==> src/rtl/cu_pkg.sv <==
// Types shared by the control unit, its decoder and the ALU.
// Also holds the datapath sizes and the bit positions of the instruction fields.
package cu_pkg;

    localparam int SIZE_REG = 16;
    localparam int ADDR_REG = 2;
    localparam int PC_WIDTH = 8;

    localparam int OPC_HI = 15;
    localparam int OPC_LO = 12;
    localparam int RD_HI  = 11;
    localparam int RD_LO  = 10;
    localparam int RA_HI  = 9;
    localparam int RA_LO  = 8;
    localparam int RB_HI  = 7;
    localparam int RB_LO  = 6;
    localparam int IMM_HI = 7;
    localparam int IMM_LO = 0;

    typedef enum logic [3:0] {
        OP_NOP  = 4'h0,
        OP_ADD  = 4'h1,
        OP_SUB  = 4'h2,
        OP_AND  = 4'h3,
        OP_OR   = 4'h4,
        OP_XOR  = 4'h5,
        OP_MOV  = 4'h6,
        OP_LDI  = 4'h7,
        OP_BZ   = 4'h8,
        OP_JMP  = 4'h9,
        OP_HALT = 4'hF
    } opcode_t;

    typedef enum logic [2:0] {
        ALU_PASS_A = 3'd0,
        ALU_ADD    = 3'd1,
        ALU_SUB    = 3'd2,
        ALU_AND    = 3'd3,
        ALU_OR     = 3'd4,
        ALU_XOR    = 3'd5,
        ALU_PASS_B = 3'd6
    } alu_op_t;

    typedef enum logic [2:0] {
        ST_FETCH     = 3'd0,
        ST_DECODE    = 3'd1,
        ST_EXECUTE   = 3'd2,
        ST_WRITEBACK = 3'd3,
        ST_HALTED    = 3'd4
    } state_t;

endpackage

==> src/rtl/instr_decoder.sv <==
// Purely combinational instruction decoder.
// Splits an instruction word into register fields, ALU controls and control-flow flags.
module instr_decoder
    import cu_pkg::*;
(
    input  logic [SIZE_REG-1:0] i_ir,
    output logic [ADDR_REG-1:0] o_ra,
    output logic [ADDR_REG-1:0] o_rb,
    output logic [ADDR_REG-1:0] o_rd,
    output logic [2:0]          o_alu_op,
    output logic                o_imm_sel,
    output logic [SIZE_REG-1:0] o_imm_value,
    output logic                o_writes_rd,
    output logic                o_is_branch,
    output logic                o_is_jump,
    output logic                o_is_halt,
    output logic                o_illegal
);

    opcode_t w_opcode;

    assign w_opcode    = opcode_t'(i_ir[OPC_HI:OPC_LO]);
    assign o_rd        = i_ir[RD_HI:RD_LO];
    assign o_ra        = i_ir[RA_HI:RA_LO];
    assign o_rb        = i_ir[RB_HI:RB_LO];
    assign o_imm_value = {{(SIZE_REG - 8){1'b0}}, i_ir[IMM_HI:IMM_LO]};

    // Opcode to ALU operation and control-flow class
    always_comb begin
        o_alu_op    = ALU_PASS_A;
        o_imm_sel   = 1'b0;
        o_writes_rd = 1'b0;
        o_is_branch = 1'b0;
        o_is_jump   = 1'b0;
        o_is_halt   = 1'b0;
        o_illegal   = 1'b0;
        case (w_opcode)
            OP_NOP:  o_alu_op = ALU_PASS_A;
            OP_ADD:  begin o_alu_op = ALU_ADD;    o_writes_rd = 1'b1; end
            OP_SUB:  begin o_alu_op = ALU_SUB;    o_writes_rd = 1'b1; end
            OP_AND:  begin o_alu_op = ALU_AND;    o_writes_rd = 1'b1; end
            OP_OR:   begin o_alu_op = ALU_OR;     o_writes_rd = 1'b1; end
            OP_XOR:  begin o_alu_op = ALU_XOR;    o_writes_rd = 1'b1; end
            OP_MOV:  begin o_alu_op = ALU_PASS_A; o_writes_rd = 1'b1; end
            OP_LDI:  begin o_alu_op = ALU_PASS_B; o_writes_rd = 1'b1; o_imm_sel = 1'b1; end
            OP_BZ:   begin o_alu_op = ALU_PASS_A; o_is_branch = 1'b1; end
            OP_JMP:  o_is_jump = 1'b1;
            OP_HALT: o_is_halt = 1'b1;
            default: o_illegal = 1'b1;
        endcase
    end

endmodule

==> src/rtl/control_unit.sv <==
// Fetch/decode/execute/writeback controller for the 16-bit datapath.
// Owns the FSM, the program counter and the instruction register.
module control_unit
    import cu_pkg::*;
#(
    parameter int size_reg = SIZE_REG,
    parameter int addr_reg = ADDR_REG,
    parameter int pc_width = PC_WIDTH
) (
    input  logic                clock,
    input  logic                reset,
    output logic [pc_width-1:0] imem_addr,
    output logic                imem_req,
    input  logic                imem_ack,
    input  logic [size_reg-1:0] imem_data,
    input  logic                zero_flag,
    output logic [addr_reg-1:0] addr_A,
    output logic [addr_reg-1:0] addr_B,
    output logic [addr_reg-1:0] addr_R,
    output logic                write_reg,
    output logic [2:0]          alu_op,
    output logic                imm_sel,
    output logic [size_reg-1:0] imm_value,
    output logic                halted,
    output logic                illegal_op
);

    state_t              r_state;
    logic [pc_width-1:0] r_pc;
    logic [size_reg-1:0] r_ir;
    logic [addr_reg-1:0] r_addr_a, r_addr_b, r_addr_r;
    logic [2:0]          r_alu_op;
    logic                r_imm_sel, r_write_reg, r_halted, r_illegal_op;
    logic [size_reg-1:0] r_imm_value;

    logic                w_fetch_ack;
    logic [size_reg-1:0] w_ir_next, w_imm_value;
    logic [addr_reg-1:0] w_ra, w_rb, w_rd;
    logic [2:0]          w_alu_op;
    logic                w_imm_sel, w_writes_rd, w_is_branch, w_is_jump, w_is_halt, w_illegal;
    logic [pc_width-1:0] w_pc_inc, w_pc_exec;

    // Decode the word being latched on the ack cycle so its fields register alongside ir
    assign w_fetch_ack = (r_state == ST_FETCH) && imem_ack;
    assign w_ir_next   = w_fetch_ack ? imem_data : r_ir;

    instr_decoder u_decoder (
        .i_ir        (w_ir_next),
        .o_ra        (w_ra),
        .o_rb        (w_rb),
        .o_rd        (w_rd),
        .o_alu_op    (w_alu_op),
        .o_imm_sel   (w_imm_sel),
        .o_imm_value (w_imm_value),
        .o_writes_rd (w_writes_rd),
        .o_is_branch (w_is_branch),
        .o_is_jump   (w_is_jump),
        .o_is_halt   (w_is_halt),
        .o_illegal   (w_illegal)
    );

    // Next pc for instructions that leave EXECUTE straight back to FETCH
    always_comb begin
        w_pc_inc = r_pc + pc_width'(1'b1);
        if (w_is_jump) begin
            w_pc_exec = pc_width'(r_imm_value[7:0]);
        end else if (w_is_branch && zero_flag) begin
            w_pc_exec = w_pc_inc + pc_width'($signed(r_imm_value[7:0]));
        end else begin
            w_pc_exec = w_pc_inc;
        end
    end

    // FSM, pc, ir and every registered output
    always_ff @(posedge clock) begin
        if (reset) begin
            r_state      <= ST_FETCH;
            r_pc         <= {pc_width{1'b0}};
            r_ir         <= {size_reg{1'b0}};
            r_addr_a     <= {addr_reg{1'b0}};
            r_addr_b     <= {addr_reg{1'b0}};
            r_addr_r     <= {addr_reg{1'b0}};
            r_alu_op     <= 3'd0;
            r_imm_sel    <= 1'b0;
            r_imm_value  <= {size_reg{1'b0}};
            r_write_reg  <= 1'b0;
            r_halted     <= 1'b0;
            r_illegal_op <= 1'b0;
        end else begin
            r_write_reg  <= 1'b0;
            r_illegal_op <= 1'b0;
            case (r_state)
                ST_FETCH: begin
                    if (imem_ack) begin
                        r_ir         <= imem_data;
                        r_addr_a     <= w_ra;
                        r_addr_b     <= w_rb;
                        r_addr_r     <= w_rd;
                        r_alu_op     <= w_alu_op;
                        r_imm_sel    <= w_imm_sel;
                        r_imm_value  <= w_imm_value;
                        r_illegal_op <= w_illegal;
                        r_state      <= ST_DECODE;
                    end
                end
                ST_DECODE: begin
                    r_halted <= w_is_halt;
                    r_state  <= w_is_halt ? ST_HALTED : ST_EXECUTE;
                end
                ST_EXECUTE: begin
                    if (w_writes_rd) begin
                        r_write_reg <= 1'b1;
                        r_state     <= ST_WRITEBACK;
                    end else begin
                        r_pc    <= w_pc_exec;
                        r_state <= ST_FETCH;
                    end
                end
                ST_WRITEBACK: begin
                    r_pc    <= w_pc_inc;
                    r_state <= ST_FETCH;
                end
                ST_HALTED: r_state <= ST_HALTED;
                default:   r_state <= ST_FETCH;
            endcase
        end
    end

    // Request gated by reset so it is low while reset is held and high on the first cycle after
    assign imem_req   = (r_state == ST_FETCH) && !reset;
    assign imem_addr  = r_pc;
    assign addr_A     = r_addr_a;
    assign addr_B     = r_addr_b;
    assign addr_R     = r_addr_r;
    assign write_reg  = r_write_reg;
    assign alu_op     = r_alu_op;
    assign imm_sel    = r_imm_sel;
    assign imm_value  = r_imm_value;
    assign halted     = r_halted;
    assign illegal_op = r_illegal_op;

endmodule

==> config.mk <==
export PLATFORM = sky130hd
export DESIGN_NAME = control_unit
export DESIGN_NICKNAME = d
export VERILOG_FILES = /design/src/rtl/cu_pkg.sv /design/src/rtl/instr_decoder.sv /design/src/rtl/control_unit.sv
export SDC_FILE = /design/constraint.sdc
export NUM_CORES = 1
export LEC_CHECK = 0
export CAP_MARGIN = 20
export CORE_ASPECT_RATIO = 1.5
export CORE_MARGIN = 3
export CORE_UTILIZATION = 49
export CTS_BUF_LIST = sky130_fd_sc_hd__clkbuf_4
export DETAILED_ROUTE_END_ITERATION = 10
export PLACE_DENSITY = 0.93
export SLEW_MARGIN = 10
export SYNTH_ARGS = -nofsm -noshare
export SYNTH_HDL_FRONTEND = slang
export SYNTH_SLANG_ARGS = --single-unit
==> constraint.sdc <==
create_clock -name clock -period 3.33 [get_ports clock]
set_clock_uncertainty 0.15 [all_clocks]
set_input_delay 0.4995 -clock clock [delete_from_list [all_inputs] [get_ports clock]]
set_output_delay 0.4995 -clock clock [all_outputs]
set_load 0.02 [all_outputs]
After elaboration in Yosys (flattened, before gate mapping) --
Cells that the tools add are included.
Word-level totals: bits in registers 48, input bits 20, output and inout port bits 38
Operators by class: add/subtract/negate cells 2, equality and inequality tests 16, multiplexer cells 17, bitwise logic cells 3, reduce and logical (&&, ||, !) cells 13
Operators with widths (number):
- 8-bit 2-to-1 mux | 3
- 3-bit case mux with 6 select lines | 1
- 4-bit by 3-bit == test with 1-bit output, second input constant | 4
- 16-bit 2-to-1 mux | 1
- 8-bit case mux with 2 select lines | 1
- 4-bit == test, second input constant | 3
- 3-bit case mux with 4 select lines | 1
- 11-bit OR reduction | 1
- 8-bit by 1-bit adder with 8-bit output, second input constant | 1
- 8-bit adder | 1
- 4-bit by 2-bit == test with 1-bit output, second input constant | 2
- 1-bit 2-to-1 mux | 7
- 7-bit OR reduction | 1
- 3-bit by 2-bit == test with 1-bit output, second input constant | 2
- 3-bit 2-to-1 mux | 2
- 4-bit by 1-bit == test with 1-bit output, second input constant | 1
- 4-bit logical NOT | 1
- 2-bit != test, second input constant | 2
- 2-bit AND reduction | 2
- 3-bit by 1-bit == test with 1-bit output, second input constant | 1
- 3-bit == test, second input constant | 1
- 1-bit logical AND | 3
- 3-bit logical NOT | 1
- 1-bit NOT | 3
- other kinds (5) | 5

Longest topological paths before layout --
depth in word-level cells 10, depth in mapped cells 10, mapped depth without buffers 10

Cells and area by module --
Synthesis repeated with hierarchy kept, for this count alone.
Unflattened totals: cell total of the unflattened synthesis 404, area, all modules 3027.9 sq um
Modules (own cells, without submodules):
- control_unit | instances 1, cells each 365, area an instance 2768.9 sq um, sequential area each 1121.1 sq um
- instr_decoder | instances 1, cells each 39, area an instance 259.0 sq um, sequential area each 0.0 sq um

Worst setup path after synthesis --
No wires, ideal clock.
path type register to register, from register r_pc[0] (netlist: imem_addr[0]), to register r_pc[7] (netlist: imem_addr[7]), setup time 0.129 ns, arrival time 2.304 ns, setup slack 0.747 ns, cell stages (with the launch flop) 11, path buffers 0, period minus slack after synthesis 2.583 ns, cells stage by stage dfxtp_1 ha_1 nand3_1 xnor2_1 ha_1 a21oi_1 o211ai_1 nand2_1 mux2_2 a21oi_1 a211oi_2
Between the ends: cells in the longest elaborated chain, start to end 6
RTL lines:
- from (decl) | line control_unit.sv:29 | logic [pc_width-1:0] r_pc;
- from (signal assigned) | line control_unit.sv:78 | r_pc <= {pc_width{1'b0}};
- from (signal assigned) | line control_unit.sv:115 | r_pc <= w_pc_exec;
- from (signal assigned) | line control_unit.sv:120 | r_pc <= w_pc_inc;
- 8-bit by 1-bit adder with 8-bit output * | line control_unit.sv:64 | w_pc_inc = r_pc + pc_width'(1'b1);
- 8-bit adder | line control_unit.sv:68 | w_pc_exec = w_pc_inc + pc_width'($signed(r_imm_value[7:0]));
- 8-bit 2-to-1 mux | line control_unit.sv:67 | end else if (w_is_branch && zero_flag) begin
- 8-bit 2-to-1 mux | line control_unit.sv:65 | if (w_is_jump) begin
- 8-bit 2-to-1 mux | line control_unit.sv:111 | if (w_writes_rd) begin
- 8-bit case mux with 2 select lines * | line control_unit.sv:92 | case (r_state)
Every way passes the cells marked *; elsewhere a longest branch is shown, timed or not. The select of a mux whose other input is x is not followed. A chain may end at the register's enable or synchronous reset.

Worst setup path after layout --
Ends and elaborated chain as after synthesis.

==> results.md <==
- The required time reported for the critical path endpoint is 3.40 ns.
- The total die area is 5120 um^2.
- Headroom to the max-slew limit came out at 54.8%.
- In this run the cell area measured after placement is 2580 um^2.
- The number of enable-type register cells in the synthesized netlist is 0.
- The reg-to-reg setup timing slack is 0.45 ns.
- Of the post-synthesis cell area, the part taken by muxes is 2.21%.
- The layout has 353 filler cells.
- The number of H-tree levels is 2.
- The aggregate global routing overflow is 0.
- At the pin with the least slew margin, the transition time is 0.672 ns.
- The final total power is 1.06 mW.
- In this run the static leakage power is 1.04 nW.
- Summed over its instances, the top area cell type makes up 32.4% of the synthesized netlist area.
- In this run the count of I/O pins placed on the die edge is 58.
- Sorting the synthesized cells by area gives the leading types as sky130_fd_sc_hd__dfxtp_1 32%, sky130_fd_sc_hd__a21oi_1 7.4%, sky130_fd_sc_hd__nand2_1 7.2%.
- The launch point of the worst hold path is addr_A[0].
- Buffers inserted to repair hold after CTS numbered 0.
- The floorplan step defined a core boundary enclosing 4030 um^2.
- The largest family of logic cells by synthesized area is compound AO/OA/AOI/OAI gates.
- By instance count, the leading cell after synthesis is sky130_fd_sc_hd__nand2_1.
- After routing the design area is 2660 um^2.
- From bottom edge to top edge, the die measures 86.1 um.
- Of the available clock period, the critical path in the final layout requires 86.4%.
- In this run the deepest clock path goes through 2 buffers.
- The area added between synthesis and finish is 26.5%.
- The number of instances in the synthesized netlist is 261.
- The commonest register cell after synthesis is sky130_fd_sc_hd__dfxtp_1.
- The area of the mapped netlist is 2100 um^2.
- After clock tree synthesis, the setup repair step added 0 buffers.
- The total clock buffers created by CTS is 5.
- The start-to-end type of the worst setup path is flop to flop.
- The net count reported at finish is 338.
- The final weighted congestion in routability-driven placement is 0.955.
- The number of buffers inserted by port buffering is 49.
- The worst setup path is launched from a flop.
- After detailed routing, the number of vias per cell comes to 5.97.
- The later-pin clock latency in the skew report is 0.34 ns.
- The number of warnings issued by yosys is 0.
- The longest individual stage delay on the worst path is 0.48 ns.
- Setup repair after global routing left no endpoint under its margin.
- Subtracting the final worst setup slack from the clock period gives 2.88 ns.
- The number of antenna violations at the first check in global routing came to 0.
- The residual antenna-violating net count after detailed routing is 0.
- Setup violations remaining at the end of the flow were counted as 0.
- The final number of hold-violating endpoints is 0.
- In this run the power density over the cells is 399 nW/um^2.
- The count of cells resized by post-cts repair is 0.
- The via count of the first global-routing pass is 2036.
- The maximum clock rate is 0.348 GHz.
- The final route contains 2107 vias.
- The hold path depth is 2.
- The worst-case IR drop observed on VDD is 0.000312 V.
- CTS placed an instance of sky130_fd_sc_hd__clkbuf_4 at the clock tree root.
- The endpoint of the worst hold path is addr_A[0].
- The final cell count without fillers is 353.
- For this run, design rule violations remaining after detail routing come to 0.
- The count of clock tree sinks is 34.
- The post-DP HPWL is 4200 um.
- After routing, the total negative slack on setup checks comes to 0 ns.
- Global routing consumed, over all layers together, 22.8% of the routing resources.
- The signal on the critical path passes through ha_1, xor2_1, ha_1, o21ai_0, o211ai_1, nand2_1, mux2_2, a21oi_1, a211oi_2.
- The clock-pin slew of the registers on the worst-case setup and hold paths is 0.11 ns.
- The total iterations of the first detailed-routing run is 4.
- TritonCTS built the clock tree.
- The first global-routing pass estimated 9110 um of wire.
- The flop and latch count out of synthesis is 34.
- The flow ran to the end, and the final reports show no timing, DRC or antenna violations.
- The endpoint of the worst-slack reg-to-reg timing path is imem_addr[7].
- The count of cell types in the netlist is 51.
- In the synthesized netlist, the cells that appear most often are 40 x sky130_fd_sc_hd__nand2_1, 34 x sky130_fd_sc_hd__dfxtp_1, 31 x sky130_fd_sc_hd__a21oi_1, 21 x sky130_fd_sc_hd__nor2_1, 12 x sky130_fd_sc_hd__o21ai_0.
- The post-placement cell count is 346.
- The cell with the largest stage delay on the worst path is sky130_fd_sc_hd__dfxtp_1.
- The average instance in the mapped netlist occupies 8.04 um^2.
- The post-synthesis share of cell area spent on and, or, nand and nor gates is 23.0%.
- For this run, asynchronously set or reset flops after synthesis account for 0%.
- The final antenna diode count is 0.
- Across the run, the number of max-cap violations was 0.
- Summing the areas of all xor and xnor instances in the mapped netlist gives 3.76% of the synthesized area.
- The highest net fanout along the worst path is 7.
- The worst setup path is captured at a flop.
- The floorplan has 28 rows.
- The violation count after the first detailed-route iteration is 84.
- Summing the areas of all fa, ha and maj instances in the mapped netlist gives 6.32% of the synthesized area.
- In this run the critical register-to-register path is launched from imem_addr[0].
- The overall routed net length is 5560 um.
- The die is 59.4 um wide.
- The number of flip-flops in the largest register is 8.
- The pin count of the biggest net entering global routing is 29.
- The path class of the tightest hold or removal check is flop to flop.
- The library cell occupying the most area in the post-synthesis netlist is sky130_fd_sc_hd__dfxtp_1.
- At the worst endpoint, the arrival time is 2.95 ns.
- The post-route netlist has 7.47% of its cells at a drive strength greater than 1.
- The portion of the post-synthesis area used by sequential elements is 32.4%.
- The final number of max-transition violations is 0.
- The synthesized netlist devotes 24.9% of its cell area to compound gates.
- In this design, the critical path's most frequently occurring cell is sky130_fd_sc_hd__ha_1.
- The initial core utilization is 52.1%.
- In the final routed layout, each cell accounts on average for 15.7 um.
- Counting cells, the worst reg-to-reg path comes to 9.
==> cells by family (layout without fill, tap and decap cells) <==
| kind of cell | after synthesis | count (layout) |
|---|---|---|
| flip-flops | 34 | 34 |
| buffers and inverters | 28 | 68 |
| XOR/XNOR | 9 | 9 |
| AO/OA/AOI/OAI | 78 | 78 |
| other | 1 | 8 |
| AND/OR/NAND/NOR | 97 | 97 |
| multiplexers | 4 | 4 |
| adder cells (fa/ha/maj) | 10 | 10 |
==> worst max-delay path, delay by kind of cell, from the launching register on <==
| kind | cells | cell delay (ns) |
|---|---|---|
| AOI/OAI and AO/OA | 4 | 0.76 |
| xor gates and xnor gates | 1 | 0.24 |
| adders and majority gates | 2 | 0.65 |
| DFF | 1 | 0.48 |
| muxes | 1 | 0.34 |
| and+or+nand+nor | 1 | 0.15 |
==> area by class of cell <==
cell class	instances	area (um^2)	share of cell area (%)
well taps	45	56.3	2.12
multi-input cells	206	1290	48.7
flip-flops and latches	34	681	25.6
clock buffers	5	37.5	1.41
inverters	7	26.3	0.990
repair buffers	54	528	19.9
clock inverters	2	33.8	1.27
==> per-layer routing <==
layer | GRT usage [%] | vias up | share of wire, %
met1 | 25.3 | 986 | 38
met5 | 0 | - | 0
met3 | 3.77 | 20 | 5.8
li1 | - | 1015 | -
met2 | 40.0 | 86 | 52
met4 | 12.4 | 0 | 3.8
==> stage by stage <==
stage | hold slack [ns] | worst slack, ns | utilization, %
2_1_floorplan | 0.308 | 0.747 | -
3_3_place_gp | 0.298 | 0.396 | 64.1
5_1_grt | 0.334 | 0.316 | 65.9
4_1_cts | 0.314 | 0.504 | 65.9
3_5_place_dp | 0.299 | 0.343 | 64.1
6_report | 0.314 | 0.453 | 65.9
==> cell usage in the layout, fill, tap and decap left out, drive strengths merged, types with 6 or more instances in the layout <==
cell type,count
a211oi,6
nand2,40
a21oi,31
o21ai,13
dfxtp,34
inv,7
nand3,6
ha,9
nor3,7
nor2,21
clkdlybuf4s50,49
conb,8
==> worst max path at each step <==
stage	startpoint	end	slack (ns)	depth (start not counted)
4_1_cts	imem_addr[0]	imem_addr[7]	0.50	9
5_1_grt	imem_addr[0]	imem_addr[7]	0.32	9
6_report	imem_addr[0]	imem_addr[7]	0.45	9
3_5_place_dp	imem_ack	imem_addr[1]	0.34	8
2_1_floorplan	imem_addr[0]	imem_addr[7]	0.75	10
3_3_place_gp	imem_ack	imem_addr[1]	0.40	8
==> power breakdown <==
part	internal, mW	switching [mW]
clock network	0.152	0.137
logic	0.131	0.168
registers	0.435	0.0351
total	0.718	0.340
(Power assumes the default switching activity.)
